**src/rtl/regfile_wb_arbiter.sv**
```systemverilog
// -----------------------------------------------------------------------------
// regfile_wb_arbiter
//
// Arbitrates two writeback sources (ALU and load unit) onto the single
// register-file write port. It also keeps a pending-write scoreboard that
// decode uses for WAW stalls and operand hazard queries.
//
// Ports
//   clk          single clock, all state changes on the rising edge
//   rst_n        synchronous active-low reset
//   alu_valid/alu_rd/alu_data, alu_ready   ALU writeback request channel
//   lsu_valid/lsu_rd/lsu_data, lsu_ready   load-unit writeback request channel
//   wr_en/wr_rd/wr_data                    registered register-file write port
//   issue_valid/issue_rd, issue_ready      decode marks rd as pending-write
//   q_rs1/q_rs2, busy_rs1/busy_rs2         combinational hazard query
//
// Behaviour summary
//   - At most one channel is granted per cycle. When both channels are valid,
//     the channel that was not granted most recently wins.
//   - A grant at edge N appears on the write port throughout cycle N+1.
//     A grant to x0 is accepted but never produces a write.
//   - busy[r] is set when decode issues a write to r and cleared when the
//     write to r leaves the port. A set and a clear on the same edge leave
//     the bit set.
// -----------------------------------------------------------------------------
module regfile_wb_arbiter (
  input  logic        clk,
  input  logic        rst_n,

  input  logic        alu_valid,
  input  logic [4:0]  alu_rd,
  input  logic [31:0] alu_data,
  output logic        alu_ready,

  input  logic        lsu_valid,
  input  logic [4:0]  lsu_rd,
  input  logic [31:0] lsu_data,
  output logic        lsu_ready,

  output logic        wr_en,
  output logic [4:0]  wr_rd,
  output logic [31:0] wr_data,

  input  logic        issue_valid,
  input  logic [4:0]  issue_rd,
  output logic        issue_ready,

  input  logic [4:0]  q_rs1,
  input  logic [4:0]  q_rs2,
  output logic        busy_rs1,
  output logic        busy_rs2
);

  // Which channel won the most recent grant. Reset value LAST_ALU makes the
  // LSU win the first conflict.
  typedef enum logic {
    LAST_ALU = 1'b0,
    LAST_LSU = 1'b1
  } last_grant_e;

  last_grant_e last_grant_q, last_grant_d;

  logic        alu_grant;
  logic        lsu_grant;
  logic [4:0]  sel_rd;
  logic [31:0] sel_data;
  logic        wr_en_d;

  logic [31:1] busy_q;
  logic [31:1] busy_d;
  logic [31:0] busy_vec;       // busy_q with a constant-0 entry for x0
  logic [31:0] busy_next_vec;
  logic        issue_fire;

  // ---------------------------------------------------------------------------
  // Arbitration (combinational). The write port drains every cycle, so
  // readiness depends only on the valid inputs, the pointer and reset.
  // ---------------------------------------------------------------------------
  always_comb begin
    // NOTE: every output of this block gets a default first so no path leaves
    // a variable unassigned, which would otherwise infer a latch.
    alu_grant    = 1'b0;
    lsu_grant    = 1'b0;
    last_grant_d = last_grant_q;

    if (rst_n) begin
      if (alu_valid && lsu_valid) begin
        if (last_grant_q == LAST_LSU) alu_grant = 1'b1;
        else                          lsu_grant = 1'b1;
      end else begin
        alu_grant = alu_valid;
        lsu_grant = lsu_valid;
      end
    end

    // The pointer moves only when something is actually granted.
    if (alu_grant)      last_grant_d = LAST_ALU;
    else if (lsu_grant) last_grant_d = LAST_LSU;
  end

  assign alu_ready = alu_grant;
  assign lsu_ready = lsu_grant;

  // Write-port source select. An x0 grant is consumed but never writes.
  always_comb begin
    sel_rd   = 5'd0;
    sel_data = 32'd0;
    if (alu_grant) begin
      sel_rd   = alu_rd;
      sel_data = alu_data;
    end else if (lsu_grant) begin
      sel_rd   = lsu_rd;
      sel_data = lsu_data;
    end
  end

  assign wr_en_d = (alu_grant || lsu_grant) && (sel_rd != 5'd0);

  // ---------------------------------------------------------------------------
  // Scoreboard
  // ---------------------------------------------------------------------------
  assign busy_vec = {busy_q, 1'b0};

  // busy_vec[0] is constant 0, so x0 never stalls issue.
  assign issue_ready = rst_n && !busy_vec[issue_rd];
  assign issue_fire  = issue_valid && issue_ready && (issue_rd != 5'd0);

  assign busy_rs1 = busy_vec[q_rs1];
  assign busy_rs2 = busy_vec[q_rs2];

  always_comb begin
    busy_next_vec = busy_vec;
    // The clear is applied before the set, so a same-edge set of the same
    // index wins.
    if (wr_en)      busy_next_vec[wr_rd]    = 1'b0;
    if (issue_fire) busy_next_vec[issue_rd] = 1'b1;
    busy_d = busy_next_vec[31:1];
  end

  // ---------------------------------------------------------------------------
  // State registers
  // ---------------------------------------------------------------------------
  always_ff @(posedge clk) begin
    // NOTE: sequential state uses non-blocking assignments so every register
    // samples pre-edge values, whatever the order of the statements.
    if (!rst_n) begin
      // NOTE: the scoreboard flops are reset explicitly. A reset must drop
      // every pending write, and stale busy bits would stall decode forever.
      wr_en        <= 1'b0;
      wr_rd        <= 5'd0;
      wr_data      <= 32'd0;
      last_grant_q <= LAST_ALU;
      busy_q       <= '0;
    end else begin
      wr_en        <= wr_en_d;
      last_grant_q <= last_grant_d;
      busy_q       <= busy_d;
      // Address and data are only meaningful while wr_en is high. They are
      // loaded on every grant and otherwise hold.
      if (alu_grant || lsu_grant) begin
        wr_rd   <= sel_rd;
        wr_data <= sel_data;
      end
    end
  end

endmodule
```
**config.mk**
```make
export PLATFORM = sky130hd
export DESIGN_NAME = regfile_wb_arbiter
export DESIGN_NICKNAME = d
export VERILOG_FILES = /design/src/rtl/regfile_wb_arbiter.sv
export SDC_FILE = /design/constraint.sdc
export NUM_CORES = 1
export LEC_CHECK = 0
export ABC_AREA = 1
export ABC_CLOCK_PERIOD_IN_PS = 4660
export CORE_MARGIN = 5
export CORE_UTILIZATION = 47
export DETAILED_ROUTE_END_ITERATION = 12
export PLACE_DENSITY = 0.84
export SYNTH_ARGS = -nofsm -noshare
export SYNTH_HDL_FRONTEND = slang
export SYNTH_SLANG_ARGS = --single-unit
```
**constraint.sdc**
```tcl
create_clock -name clk -period 4.66 [get_ports clk]
set_input_delay 0.932 -clock clk [delete_from_list [all_inputs] [get_ports clk]]
set_output_delay 0.932 -clock clk [all_outputs]
set_load 0.02 [all_outputs]
```
==> impl_results.md, run 1 <==
* Reg clk slew, reported paths at 0.08 ns
* Syn nets at 698
* Library cells used by synthesis at 24
* Setup WS pre-CTS at 0.159 ns
* Nets at 822
* Die area at 10100 um2
* Flops & latches, synth at 70
* CTS root buf: clkbuf_8
* Worst-Margin Slew at 1.22 ns
* Wire per inst at 17.8 um
* H-tree lvl count at 3
* Post-route DRC at 0
* Largest net degree at the start of global routing at 69
* Slew Limit Fails at 0
* Pre-antenna DRT Iters at 5
* # diodes at 0
* Final GP Congestion at 0.973
* CTS Buffer Depth at 2
* PortBufs at 136
* Final setup margin at 0.291 ns
* Overflow after GRT at 0
* Resize count post-CTS at 0
* Util after Layout at 0.678
* Outcome: finished clean
* CTS tree: done
* Leakage at 1.99 nW
* Layout area overhead at 42.5%
* Global Route Usage Sum at 0.285
* CP Capture Type: primary output
* Period utilization at 0.938
* Max frequency at 229 MHz
* DP Wirelength at 10.8 mm
* Slew headroom at 0.185
* Worst-skew pair later-pin latency at 0.35 ns
* Vert. Die Dim at 101 um
* Core area at 8130 um2
* Ratio of cells with drive above 1 in the final layout at 0.0382
* Reg2Reg Setup Slack at 2.62 ns
* Synthesized area at 3870 um2
* Max-cap violations at 0
* Via count at 4878
* Syn Inst Count at 604
* Sum Neg Setup Slack at 0 ns
* Vias per cell at 5.82
* WP data arrival at 3.44 ns
* Most frequent cell after synthesis: nand2_1
* Top FF cell, synth: dfxtp_1
* Critical path launch point type: primary input
* Ys Warns at 0
* I/O Pins at 137
* P per Cell Area at 280 nW/um2
* Post-Route WL at 14.9 mm
* Worst Path Max Fanout at 16
* Number of global-route vias before repair at 4572
* Critical path class: in2out
* First-pass GRT wire length at 22.9 mm
* Initial Util at 0.475
* Initial antenna violation count at 0
* Post-CTS Hold Fix Bufs at 0
* RSZ-0062 raised after global routing: no
* Top-area cell type share of the netlist area at 0.362
* Final Setup Violations at 0
* Post-CTS Setup Bufs at 0
* CTS buffer count at 9
* Synth area leaders: dfxtp_1, nand2_1, o21ai_0, nor2_1, nand4_1
* Minimum clock period at 4.37 ns
* DR iter-0 viols at 476
* Register area share after synthesis at 0.362
* Peak VDD IR at 0.182 mV
* Die X at 101 um
* Post-synth EDFFs at 0
* Clk_skew at 0.0149 ns
* Final hold viol count at 0
* Mean Syn Cell Area at 6.40 um2
* Hold Crit Class: reg2reg
* Crit path required time at 3.73 ns
* Top cells by count, synth: nand2_1, dfxtp_1, o21ai_0
* Routed Antenna Nets at 0
* Sink Count at 70
* Rows at 33
* Post-synth ARST share at 0
* Leading area contributor after synthesis: dfxtp_1
-- final timing paths --
path | to | start | cells after the start
setup / recovery | issue_ready | issue_rd[1] | 9
hold reg to reg | wr_data[3] | wr_data[3] | 2
setup reg to reg | busy_q[11] | busy_q[11] | 11
hold / removal | wr_data[3] | wr_data[3] | 2
-- cells in the final DEF (no fill, tap or decap) --
master	n
o21ai_1	1
clkdlybuf4s50_1	136
o221ai_1	6
o21ai_0	69
nor2_4	1
dfxtp_1	70
nand3b_1	1
clkbuf_8	9
a21oi_1	42
nor3_1	8
nand3_1	23
o22ai_1	5
inv_6	1
clkbuf_1	1
buf_4	8
a22o_1	5
a31oi_1	33
clkinvlp_4	1
o211ai_1	4
nor2_1	63
bufinv_16	2
inv_1	38
clkinv_4	2
nand2_1	164
clkinv_1	1
nor2_2	1
nand2_2	1
nand4_1	35
inv_2	2
-- final cells by class --
cell class	instances	area (um2)
Tap cell	105	131
Multi-Input combinational cell	462	2180
Timing Repair Buffer	144	1420
Clock buffer	10	128
Fill cell	711	2620
Sequential cell	70	1400
Clock inverter	6	93.8
Inverter	41	154
-- metal layers --
| metal | global-route usage | vias up | wire [um] |
|---|---|---|---|
| met5 | 0 | - | 0 |
| met4 | 0.126 | 0 | 581 |
| met3 | 0.0713 | 50 | 1570 |
| met2 | 0.464 | 305 | 6970 |
| met1 | 0.355 | 2195 | 5790 |
| li1 | - | 2328 | - |
-- cells by family (layout without fill, tap and decap cells) --
family | after synthesis | after routing | synth area share
buffers and inverters | 73 | 201 | 0.0751
flip-flops | 70 | 70 | 0.362
AO/OA/AOI/OAI | 165 | 165 | 0.239
AND/OR/NAND/NOR | 296 | 297 | 0.324
-- metrics by stage --
stage / cells / hold slack (ns) / total power [mW] / instance area (um2)
2_1_floorplan: 604 / 0.454 / 0.816 / 3870
3_3_place_gp: 821 / 0.463 / 0.992 / 5280
3_5_place_dp: 821 / 0.467 / 0.997 / 5280
4_1_cts: 837 / 0.478 / 1.54 / 5510
5_1_grt: 838 / 0.495 / 1.61 / 5510
6_report: 838 / 0.480 / 1.54 / 5510
-- where the power goes --
| group | internal, mW | switching, mW |
|---|---|---|
| clock network | 0.305 | 0.248 |
| registers | 0.625 | 0.0213 |
| logic | 0.159 | 0.185 |
-- sequential cells by signal (all words and copies together), names as in the netlist --
name          flops
wr_data          32
wr_rd             5
busy_q           31
last_grant_q      1
wr_en             1
-- critical path: stages --
cell and delay, ns:
clkdlybuf4s50_1 0.61, inv_1 0.24, nor2_1 0.13, nand2_1 0.10, nand4_1 0.09, nand2_1 0.07, nand3_1 0.17, nor2_4 0.40
clkdlybuf4s50_1 0.69
Note: power is estimated with default switching activity, not from simulation.
==> run 2, diff against run 1 <==
--- a/config.mk
+++ b/config.mk
@@ -7,10 +7,12 @@
 export LEC_CHECK = 0
 export ABC_AREA = 1
 export ABC_CLOCK_PERIOD_IN_PS = 4660
+export CORE_ASPECT_RATIO = 2
 export CORE_MARGIN = 5
 export CORE_UTILIZATION = 47
 export DETAILED_ROUTE_END_ITERATION = 12
 export PLACE_DENSITY = 0.84
+export SETUP_SLACK_MARGIN = 0.4
 export SYNTH_ARGS = -nofsm -noshare
 export SYNTH_HDL_FRONTEND = slang
 export SYNTH_SLANG_ARGS = --single-unit
==> run 2 against run 1 <==
Compared with the run above:
- worst hold slack lost 0.0064 ns
- cell area increased by 1.5%
- global-route usage increased by 5.9 points
- flip-flop and latch count unchanged
- non-clock buffer count up 1
- setup slack better by 0.34 ns
- largest power group is now the clock network
==> impl_results.md, run 2 (synthesized netlist as in run 1, its figures left out) <==
* Sink Count at 70 (unchanged)
* Worst-skew pair later-pin latency at 0.35 ns (about the same)
* Largest Register: wr_data
* Max frequency at 248 MHz (+8.4%)
* CP Capture Type: primary output
* P per Cell Area at 305 nW/um2 (+8.8%)
* Final Setup Violations at 0 (unchanged)
* Hold Crit Class: reg2reg
* DP Wirelength at 13.1 mm (+21%)
* Final hold viol count at 0 (unchanged)
* Clk_skew at 0.0113 ns (-0.00363 ns)
* Critical path class: in2out
* Worst-Margin Slew at 1.19 ns (-0.0287 ns)
* Peak VDD IR at 0.261 mV (+43%)
* H-tree lvl count at 3 (unchanged)
* Global Route Usage Sum at 0.344 (+0.0591)
* Die area at 10300 um2 (+1.1%)
* Post-CTS Setup Bufs at 0 (unchanged)
* Overflow after GRT at 0 (unchanged)
* Util after Layout at 0.684 (+0.00663)
* WP data arrival at 3.10 ns (-0.34 ns)
* RSZ-0062 raised after global routing: no
* Sum Neg Setup Slack at 0 ns (unchanged)
* Vias per cell at 6.06 (+4.2%)
* CTS buffer count at 9 (unchanged)
* PortBufs at 136 (unchanged)
* Pre-antenna DRT Iters at 5 (unchanged)
* Initial Util at 0.473 (-0.00233)
* I/O Pins at 137 (unchanged)
* CTS root buf: clkbuf_16
* Vert. Die Dim at 138 um (+37%)
* Non-Filler Instances at 831 (-0.84%)
* Largest net degree at the start of global routing at 69 (unchanged)
* Slew Limit Fails at 0 (unchanged)
* Ratio of cells with drive above 1 in the final layout at 0.0396 (+0.00136)
* Highest-count cells in the layout ignoring fill and taps: nand2_1, clkdlybuf4s50_1, dfxtp_1
* Via count at 5038 (+3.3%)
* Critical path launch point type: primary input
* Final GP Congestion at 1.05 (+7.6%)
* # diodes at 0 (unchanged)
* Post-Route WL at 17.4 mm (+17%)
* Setup WS pre-CTS at 0.515 ns (+0.355 ns)
* Layout area overhead at 44.6%
* Post-route DRC at 0 (unchanged)
* Period utilization at 0.865 (-0.0725)
* Die X at 74.1 um (-26%)
* Max FFs per register at 32 (unchanged)
* Largest regs: wr_data: 32 flops, busy_q: 31 flops, wr_rd: 5 flops
* Worst Path Max Fanout at 17 (+1)
* Max-cap violations at 0 (unchanged)
* Wire per inst at 21.0 um (+18%)
* Register Area at 1400 um2 (unchanged)
* Initial antenna violation count at 0 (unchanged)
* Routed Antenna Nets at 0 (unchanged)
* DR iter-0 viols at 481 (+1.1%)
* Final setup margin at 0.629 ns (+0.338 ns)
* Minimum clock period at 4.03 ns (-0.338 ns)
* Rows at 47 (+42%)
* Nets at 822 (unchanged)
* Reg clk slew, reported paths at 0.05 ns (-0.03 ns)
* Crit path required time at 3.73 ns (about the same)
* CTS Buffer Depth at 2 (unchanged)
* Placed cells at 815 (-0.73%)
* Most common cell after layout, fill and taps aside: nand2_1
* Number of global-route vias before repair at 4973 (+8.8%)
* Slew headroom at 0.204 (+0.0192)
* Core area at 8170 um2 (+0.49%)
* Number of fill cells at 693 (-2.5%)
* Outcome: finished clean
* First-pass GRT wire length at 26.4 mm (+15%)
* Leakage at 2.04 nW (+2.5%)
* Multi-input gate area at 2180 um2 (-0.29%)
* CTS tree: done
==> run 2: area by class of cell <==
| class | instances | area share |
|---|---|---|
| timing repair buffer | 145 | 0.256 |
| sequential | 70 | 0.251 |
| clock inverter | 7 | 0.0148 |
| inverter | 41 | 0.0275 |
| clock buffer | 9 | 0.0403 |
| multi-input combinational | 461 | 0.389 |
| tap | 98 | 0.0219 |
==> run 2: worst max-delay path, cell delays in order <==
cell             delay (ns)
clkdlybuf4s50_1        0.42
inv_1                  0.34
o21ai_0                0.12
o21ai_0                0.17
o21ai_0                0.09
o21ai_0                0.14
inv_1                  0.05
o21ai_0                0.16
clkdlybuf4s50_1        0.67
==> run 2: metal layers <==
| metal | track usage | part of all wire |
|---|---|---|
| met1 | 0.297 | 0.29 |
| met2 | 0.605 | 0.52 |
| met3 | 0.114 | 0.088 |
| met4 | 0.276 | 0.10 |
| met5 | 0 | 0 |
==> run 2: report_power, final <==
group          total (mW)  switching (mW)  internal, mW
logic               0.346           0.187         0.159
registers           0.649          0.0235         0.626
clock network       0.708           0.287         0.421
total                1.70           0.497          1.21
==> run 2: final timing paths <==
| check | startpoint | to | slack [ns] | cells after the start |
|---|---|---|---|---|
| worst max-delay path | q_rs2[0] | busy_rs2 | 0.63 | 9 |
| worst max register to register | busy_q[19] | busy_q[3] | 2.53 | 12 |
| worst min-delay path | wr_data[12] | wr_data[12] | 0.47 | 2 |
| worst min register to register | wr_data[12] | wr_data[12] | 0.47 | 2 |
==> run 2: what timing repair did <==
action | in CTS | in global routing
hold buffers | 0 | 0
setup endpoints to repair | 0 | 1
resized for setup | 0 | 1
==> run 2: per-stage QoR <==
step                      instance area, um2  total power, mW  hold WS [ns]
final                                   5590             1.70         0.474
after global routing                    5590             1.76         0.503
after CTS                               5590             1.69         0.478
after detailed placement                5280             1.00         0.470
after global placement                  5280            0.996         0.463
after floorplan                         3870            0.816         0.454
